--- src/rtl/array_eyeriss_seq.sv ---
// Control sequencer for an Eyeriss-style uGEMM-rate PE array: weight load, skewed MAC windows,
// flush and skewed output drain. Define ARRAY_SEQ_PERF_CNT_EN to add the o_perf_cyc busy counter.
module array_eyeriss_seq #(
    parameter int unsigned HEIGHT = 12,
    parameter int unsigned WIDTH  = 14,
    parameter int unsigned IWIDTH = 16,
    parameter int unsigned KWIDTH = 16
) (
    input  logic              i_clk,
    input  logic              i_rst,
    input  logic              i_start,
    input  logic [KWIDTH-1:0] i_k_cnt,
    input  logic [IWIDTH-1:0] i_mac_len,
    output logic              o_busy,
    output logic              o_done,
    output logic [WIDTH-1:0]  o_en_w,
    output logic [WIDTH-1:0]  o_clr_w,
    output logic [HEIGHT-1:0] o_en_i,
    output logic [HEIGHT-1:0] o_clr_i,
    output logic [HEIGHT-1:0] o_mac_done,
    output logic [WIDTH-1:0]  o_en_o,
    output logic [WIDTH-1:0]  o_clr_o,
    output logic              o_ofm_vld
`ifdef ARRAY_SEQ_PERF_CNT_EN
    ,
    output logic [31:0]       o_perf_cyc
`endif
);

    localparam int unsigned CW = $clog2(HEIGHT + WIDTH + 1);
    localparam logic [IWIDTH-1:0] MAX_LEN = {1'b1, {(IWIDTH-1){1'b0}}};

    typedef enum logic [2:0] {
        StIdle,
        StLoadW,
        StCompute,
        StFlush,
        StDrain,
        StDone
    } state_t;

    state_t            r_state, w_state_nxt;
    logic [CW-1:0]     r_cnt, w_cnt_nxt;
    logic [IWIDTH-1:0] r_win, w_win_nxt;
    logic [KWIDTH-1:0] r_vec, w_vec_nxt;
    logic [KWIDTH-1:0] r_k, w_k_nxt;
    logic [IWIDTH-1:0] r_len, w_len_nxt;
    logic [IWIDTH-1:0] w_len_conv;

    logic              r_busy, w_busy_nxt;
    logic              r_done, w_done_nxt;
    logic [WIDTH-1:0]  r_en_w, w_en_w_nxt;
    logic [WIDTH-1:0]  r_clr_w, w_clr_w_nxt;
    logic [HEIGHT-1:0] r_en_i, r_clr_i, r_mac_done;
    logic              w_en_i0, w_clr_i0, w_mac_done0;
    logic [WIDTH-1:0]  r_en_o, w_en_o_nxt;
    logic [WIDTH-1:0]  r_clr_o, w_clr_o_nxt;
    logic              r_ofm_vld;

    // Zero-length windows run as one cycle; oversized windows clamp to the rate-code maximum.
    assign w_len_conv = (i_mac_len == '0)     ? IWIDTH'(1) :
                        (i_mac_len > MAX_LEN) ? MAX_LEN    : i_mac_len;

    always_comb begin
        w_state_nxt = r_state;
        w_cnt_nxt   = r_cnt;
        w_win_nxt   = r_win;
        w_vec_nxt   = r_vec;
        w_k_nxt     = r_k;
        w_len_nxt   = r_len;
        unique case (r_state)
            StIdle: begin
                if (i_start) begin
                    w_state_nxt = StLoadW;
                    w_cnt_nxt   = '0;
                    w_k_nxt     = i_k_cnt;
                    w_len_nxt   = w_len_conv;
                end
            end
            StLoadW: begin
                if (r_cnt == CW'(HEIGHT)) begin
                    w_cnt_nxt   = '0;
                    w_win_nxt   = '0;
                    w_vec_nxt   = '0;
                    w_state_nxt = (r_k == '0) ? StDrain : StCompute;
                end else begin
                    w_cnt_nxt = r_cnt + CW'(1);
                end
            end
            StCompute: begin
                // Nested window/vector counters keep k*L from overflowing.
                if (r_win == r_len - IWIDTH'(1)) begin
                    w_win_nxt = '0;
                    if (r_vec == r_k - KWIDTH'(1)) begin
                        w_vec_nxt   = '0;
                        w_cnt_nxt   = '0;
                        w_state_nxt = (HEIGHT > 1) ? StFlush : StDrain;
                    end else begin
                        w_vec_nxt = r_vec + KWIDTH'(1);
                    end
                end else begin
                    w_win_nxt = r_win + IWIDTH'(1);
                end
            end
            StFlush: begin
                if (r_cnt == CW'(HEIGHT - 2)) begin
                    w_cnt_nxt   = '0;
                    w_state_nxt = StDrain;
                end else begin
                    w_cnt_nxt = r_cnt + CW'(1);
                end
            end
            StDrain: begin
                if (r_cnt == CW'(HEIGHT + WIDTH - 1)) begin
                    w_cnt_nxt   = '0;
                    w_state_nxt = StDone;
                end else begin
                    w_cnt_nxt = r_cnt + CW'(1);
                end
            end
            StDone: begin
                w_state_nxt = StIdle;
            end
            default: begin
                w_state_nxt = StIdle;
            end
        endcase
    end

    // Outputs are decoded from the next state so every control line leaves a flop.
    always_comb begin
        w_busy_nxt  = (w_state_nxt != StIdle) && (w_state_nxt != StDone);
        w_done_nxt  = (w_state_nxt == StDone);
        w_clr_w_nxt = {WIDTH{(w_state_nxt == StLoadW) && (w_cnt_nxt == '0)}};
        w_en_w_nxt  = {WIDTH{(w_state_nxt == StLoadW) && (w_cnt_nxt != '0)}};
        w_en_i0     = (w_state_nxt == StCompute);
        w_clr_i0    = w_en_i0 && (w_win_nxt == '0);
        w_mac_done0 = w_en_i0 && (w_win_nxt == w_len_nxt - IWIDTH'(1));
        w_en_o_nxt  = '0;
        w_clr_o_nxt = '0;
        for (int w = 0; w < WIDTH; w++) begin
            w_en_o_nxt[w]  = (w_state_nxt == StDrain) && (w_cnt_nxt >= CW'(w)) &&
                             (w_cnt_nxt < CW'(w + HEIGHT));
            w_clr_o_nxt[w] = (w_state_nxt == StDrain) && (w_cnt_nxt == CW'(w + HEIGHT));
        end
    end

    always_ff @(posedge i_clk or posedge i_rst) begin
        if (i_rst) begin
            r_state <= StIdle;
            r_cnt   <= '0;
            r_win   <= '0;
            r_vec   <= '0;
            r_k     <= '0;
            r_len   <= '0;
        end else begin
            r_state <= w_state_nxt;
            r_cnt   <= w_cnt_nxt;
            r_win   <= w_win_nxt;
            r_vec   <= w_vec_nxt;
            r_k     <= w_k_nxt;
            r_len   <= w_len_nxt;
        end
    end

    always_ff @(posedge i_clk or posedge i_rst) begin
        if (i_rst) begin
            r_busy     <= 1'b0;
            r_done     <= 1'b0;
            r_en_w     <= '0;
            r_clr_w    <= '0;
            r_en_i     <= '0;
            r_clr_i    <= '0;
            r_mac_done <= '0;
            r_en_o     <= '0;
            r_clr_o    <= '0;
            r_ofm_vld  <= 1'b0;
        end else begin
            r_busy        <= w_busy_nxt;
            r_done        <= w_done_nxt;
            r_en_w        <= w_en_w_nxt;
            r_clr_w       <= w_clr_w_nxt;
            r_en_i[0]     <= w_en_i0;
            r_clr_i[0]    <= w_clr_i0;
            r_mac_done[0] <= w_mac_done0;
            // Row h sees the row-0 stream h cycles later.
            for (int h = 1; h < HEIGHT; h++) begin
                r_en_i[h]     <= r_en_i[h-1];
                r_clr_i[h]    <= r_clr_i[h-1];
                r_mac_done[h] <= r_mac_done[h-1];
            end
            r_en_o        <= w_en_o_nxt;
            r_clr_o       <= w_clr_o_nxt;
            r_ofm_vld     <= w_en_o_nxt[0];
        end
    end

    assign o_busy     = r_busy;
    assign o_done     = r_done;
    assign o_en_w     = r_en_w;
    assign o_clr_w    = r_clr_w;
    assign o_en_i     = r_en_i;
    assign o_clr_i    = r_clr_i;
    assign o_mac_done = r_mac_done;
    assign o_en_o     = r_en_o;
    assign o_clr_o    = r_clr_o;
    assign o_ofm_vld  = r_ofm_vld;

`ifdef ARRAY_SEQ_PERF_CNT_EN
    logic        w_accept;
    logic [31:0] r_perf;

    assign w_accept = (r_state == StIdle) && i_start;

    always_ff @(posedge i_clk or posedge i_rst) begin
        if (i_rst) begin
            r_perf <= '0;
        end else if (w_accept) begin
            r_perf <= '0;
        end else if (r_busy) begin
            r_perf <= r_perf + 32'd1;
        end
    end

    assign o_perf_cyc = r_perf;
`endif

endmodule

--- config.mk ---
export PLATFORM = sky130hd
export DESIGN_NAME = array_eyeriss_seq
export DESIGN_NICKNAME = d
export VERILOG_FILES = /design/src/rtl/array_eyeriss_seq.sv
export SDC_FILE = /design/constraint.sdc
export NUM_CORES = 1
export LEC_CHECK = 0
export ABC_AREA = 1
export BUFFER_PORTS_ARGS = -buffer_cell sky130_fd_sc_hd__buf_2
export CAP_MARGIN = 30
export CORE_MARGIN = 1
export CORE_UTILIZATION = 62
export DETAILED_ROUTE_END_ITERATION = 16
export PLACE_DENSITY = 0.86
export RECOVER_POWER = 50
export SKIP_LAST_GASP = 1
export SLEW_MARGIN = 20
export SYNTH_ARGS = -nofsm -noshare
export SYNTH_HDL_FRONTEND = slang
export SYNTH_SLANG_ARGS = --single-unit
--- constraint.sdc ---
create_clock -name i_clk -period 7.7 [get_ports i_clk]
set_clock_uncertainty 0.1 [all_clocks]
set_input_delay 0 -clock i_clk [delete_from_list [all_inputs] [get_ports i_clk]]
set_output_delay 0 -clock i_clk [all_outputs]
set_load 0.02 [all_outputs]
==> reports/results.ini <==
[worst_setup_path]
r2r_cells=22
path_class=reg -> reg
cp-end-kind=flop
cp-start-kind=flop
cp.required_ns=7.96
cp.arrival_ns=4.50
crit_fanout=46

[grt]
grt_pass1_vias=7778
grt_max_degree=80
overflow=0
track_usage_pct=32.78
grt_pass1_wl_mm=36.52
antenna_found_initial=0

[logic_synthesis]
synth-seq-cells=140
syn-cell-area_um2=8512
synthSimpleGateAreaFrac_pct=38.54
synthCells=1182
synth_top_family_by_area=simple AND/OR/NAND/NOR gates
ys_top_cells_by_count=351 x nand2_1, 153 x nor2_1, 140 x dfrtp_1
syn-num-nets=1226
synth-seq-area-share_pct=41.16
yosysWarningCount=0
yosys.area.top_type=dfrtp_1
synth.top_cell.area_share_pct=41.16
synthAdderAreaFrac_pct=1.323
syn_area_per_cell_um2=7.201
yosysMostFrequentCell=nand2_1
synthArstFlopShare_pct=100.0
ys_types=43
synth_edf_count=0
synthXorXnorAreaFrac_pct=4.939
synthMuxAreaShare_pct=0
synth-main-ff-cell=dfrtp_1
synth_compound_area_share_pct=4.572
synthTopCellsByArea=dfrtp_1 41%, nand2_1 15%, nor2_1 6.7%

[timing]
slew_headroom_pct=-81.93
worst_slack_ns=3.466
rsz0062_at_grt=false
tns_ns=0
layout_min_cycle_time_ns=4.234
setup_viol=0
drv_slew=93
tightest_slew_ns=2.714
hold_violations=0
fin_crit_sh_pct=54.99
fmax_mhz=236.2

[detailed_routing]
routed_wl_mm=22.59
num_vias=8206
via_per_inst=5.442
ant_nets=0
first_pass_iters=5
drc=0
drt_iter0_drc=670
wl_per_cell_um=14.98

[die]
die_area_um2=14200
num_rows=42
start_util_pct=64.02
die_w_um=119.2
num_io_pins=130
dieHeight_um=119.2
core_area_um2=13300

[place]
pre_cts_slack_ns=3.590
dp_hpwl_mm=15.94
portBuffers=129
placed_area_um2=9089
gp_congestion=0.9341

[finish]
fill_cells=1033
num_antenna_cells=0
final_util_pct=74.73
area_delta_synth_final_pct=16.73
stdcell_area_um2=9936
drive_gt1_share_pct=11.86
final_nets=1363

[cts]
cts_buffer_depth=2
cts_num_sinks=140
htreeDepth=4
clk_latency_ns=0.43
cts_tree=built
path_clk_slew_ns=0.07
cts_root_buffer=clkbuf_16
numCtsBuffers=17
cts_resized=0

[power_and_ir_drop]
p_leak_nw=5.061
power_density_nw_per_um2=158.3
irDropWorstVdd_uv=149.2

[outcome]
outcome=finished, violations left
violations=capacitance limit, slew limit

[hold_path]
hp-class=in -> reg
hold_depth=4

[flow_run]
drv_cap=2

[registers in the layout (all words and copies together) (netlist names), 12 cells and up]
register and flops:
r_k 16, r_len 16, r_vec 16, r_win 16, o_clr_o 14, o_en_o 14, o_clr_i 12, o_en_i 12
o_mac_done 12
[cell families after synthesis]
group,count (synthesis)
buffers and inverters,177
and+or+nand+nor,737
adders and majority gates,9
AOI/OAI and AO/OA,71
DFF,140
xor gates and xnor gates,48
[worst max-delay path: stages (launching register included)]
cell and delay, ns:
dfrtp_1 0.38, inv_1 0.11, nand2_1 0.11, nor2_1 0.13
nand2_1 0.55, inv_2 0.89, o21ai_0 0.27, inv_1 0.17
ha_1 0.21, nand3_1 0.11, nor2_1 0.16, inv_1 0.10
nor2_2 0.18, nand2_1 0.07, nand2_1 0.06, nand2_1 0.06
nand2_1 0.07, nand2_1 0.05, inv_1 0.05, nand2_1 0.04
nor2_1 0.09, nand2_1 0.07, nor2_1 0.12
[where the power goes]
group | internal (mW) | total (mW) | switching [mW]
Sequential | 0.735 | 0.735 | 0
Clock | 0.430 | 0.795 | 0.365
Combinational | 0.0196 | 0.0421 | 0.0225
[layer usage]
metal,part of all wire [%],GRT usage (%),up-vias,wire length [µm]
met5,0,0,-,0
met2,49,55.49,322,11020
met3,6.3,5.939,67,1412
met1,42,41.43,3811,9517
li1,-,-,4006,-
met4,2.8,13.21,0,641
[cell usage in the layout (no fill, tap or decap), drive strengths merged]
cell type,n
inv,135
nor2,171
a21oi,25
clkinv,6
buf,64
nor4,7
nor3b,1
a211oi,1
nand4,25
ha,9
o31ai,1
xor2,39
or2,5
nand2,370
clkbuf,86
xnor2,9
clkinvlp,3
o21bai,4
dlygate4sd3,33
o21ai,40
and2,2
nor3,31
nand3,108
nand3b,17
dfrtp,140
[repair_timing]
action                    CTS  global route
hold endpoints to repair   93             0
setup buffers               0             0
hold buffers               33             0
[final cells by class]
type | count | area (µm²) | area share (%)
multi-input combinational | 865 | 4208 | 42.35
clock inverter | 15 | 156.4 | 1.574
inverter | 129 | 485.5 | 4.886
clock buffer | 17 | 425.4 | 4.282
tap | 176 | 220.2 | 2.216
timing repair buffer | 166 | 937.1 | 9.432
sequential | 140 | 3503 | 35.26
[stage by stage]
stage | hold slack [ns] | power [mW] | std cells
3_3_place_gp | 0.001337 | 0.7771 | 1441
6_report | 0.2136 | 1.573 | 1508
2_1_floorplan | 0.009615 | 0.7628 | 1182
3_5_place_dp | 0.002865 | 0.7772 | 1442
4_1_cts | 0.09795 | 1.578 | 1507
5_1_grt | 0.2369 | 1.615 | 1508
[final timing paths]
kind	end	slack, ns	startpoint
min	r_k[2]	0.21	i_k_cnt[2]
min reg2reg	o_en_i[10]	0.27	o_en_i[9]
min in group asynchronous	o_en_i[7]	0.76	i_rst
max	o_mac_done[0]	3.47	r_state[1]
max in group asynchronous	o_mac_done[1]	4.38	i_rst
max reg2reg	o_mac_done[0]	3.47	r_state[1]
Power figures use the tool's default switching activity.
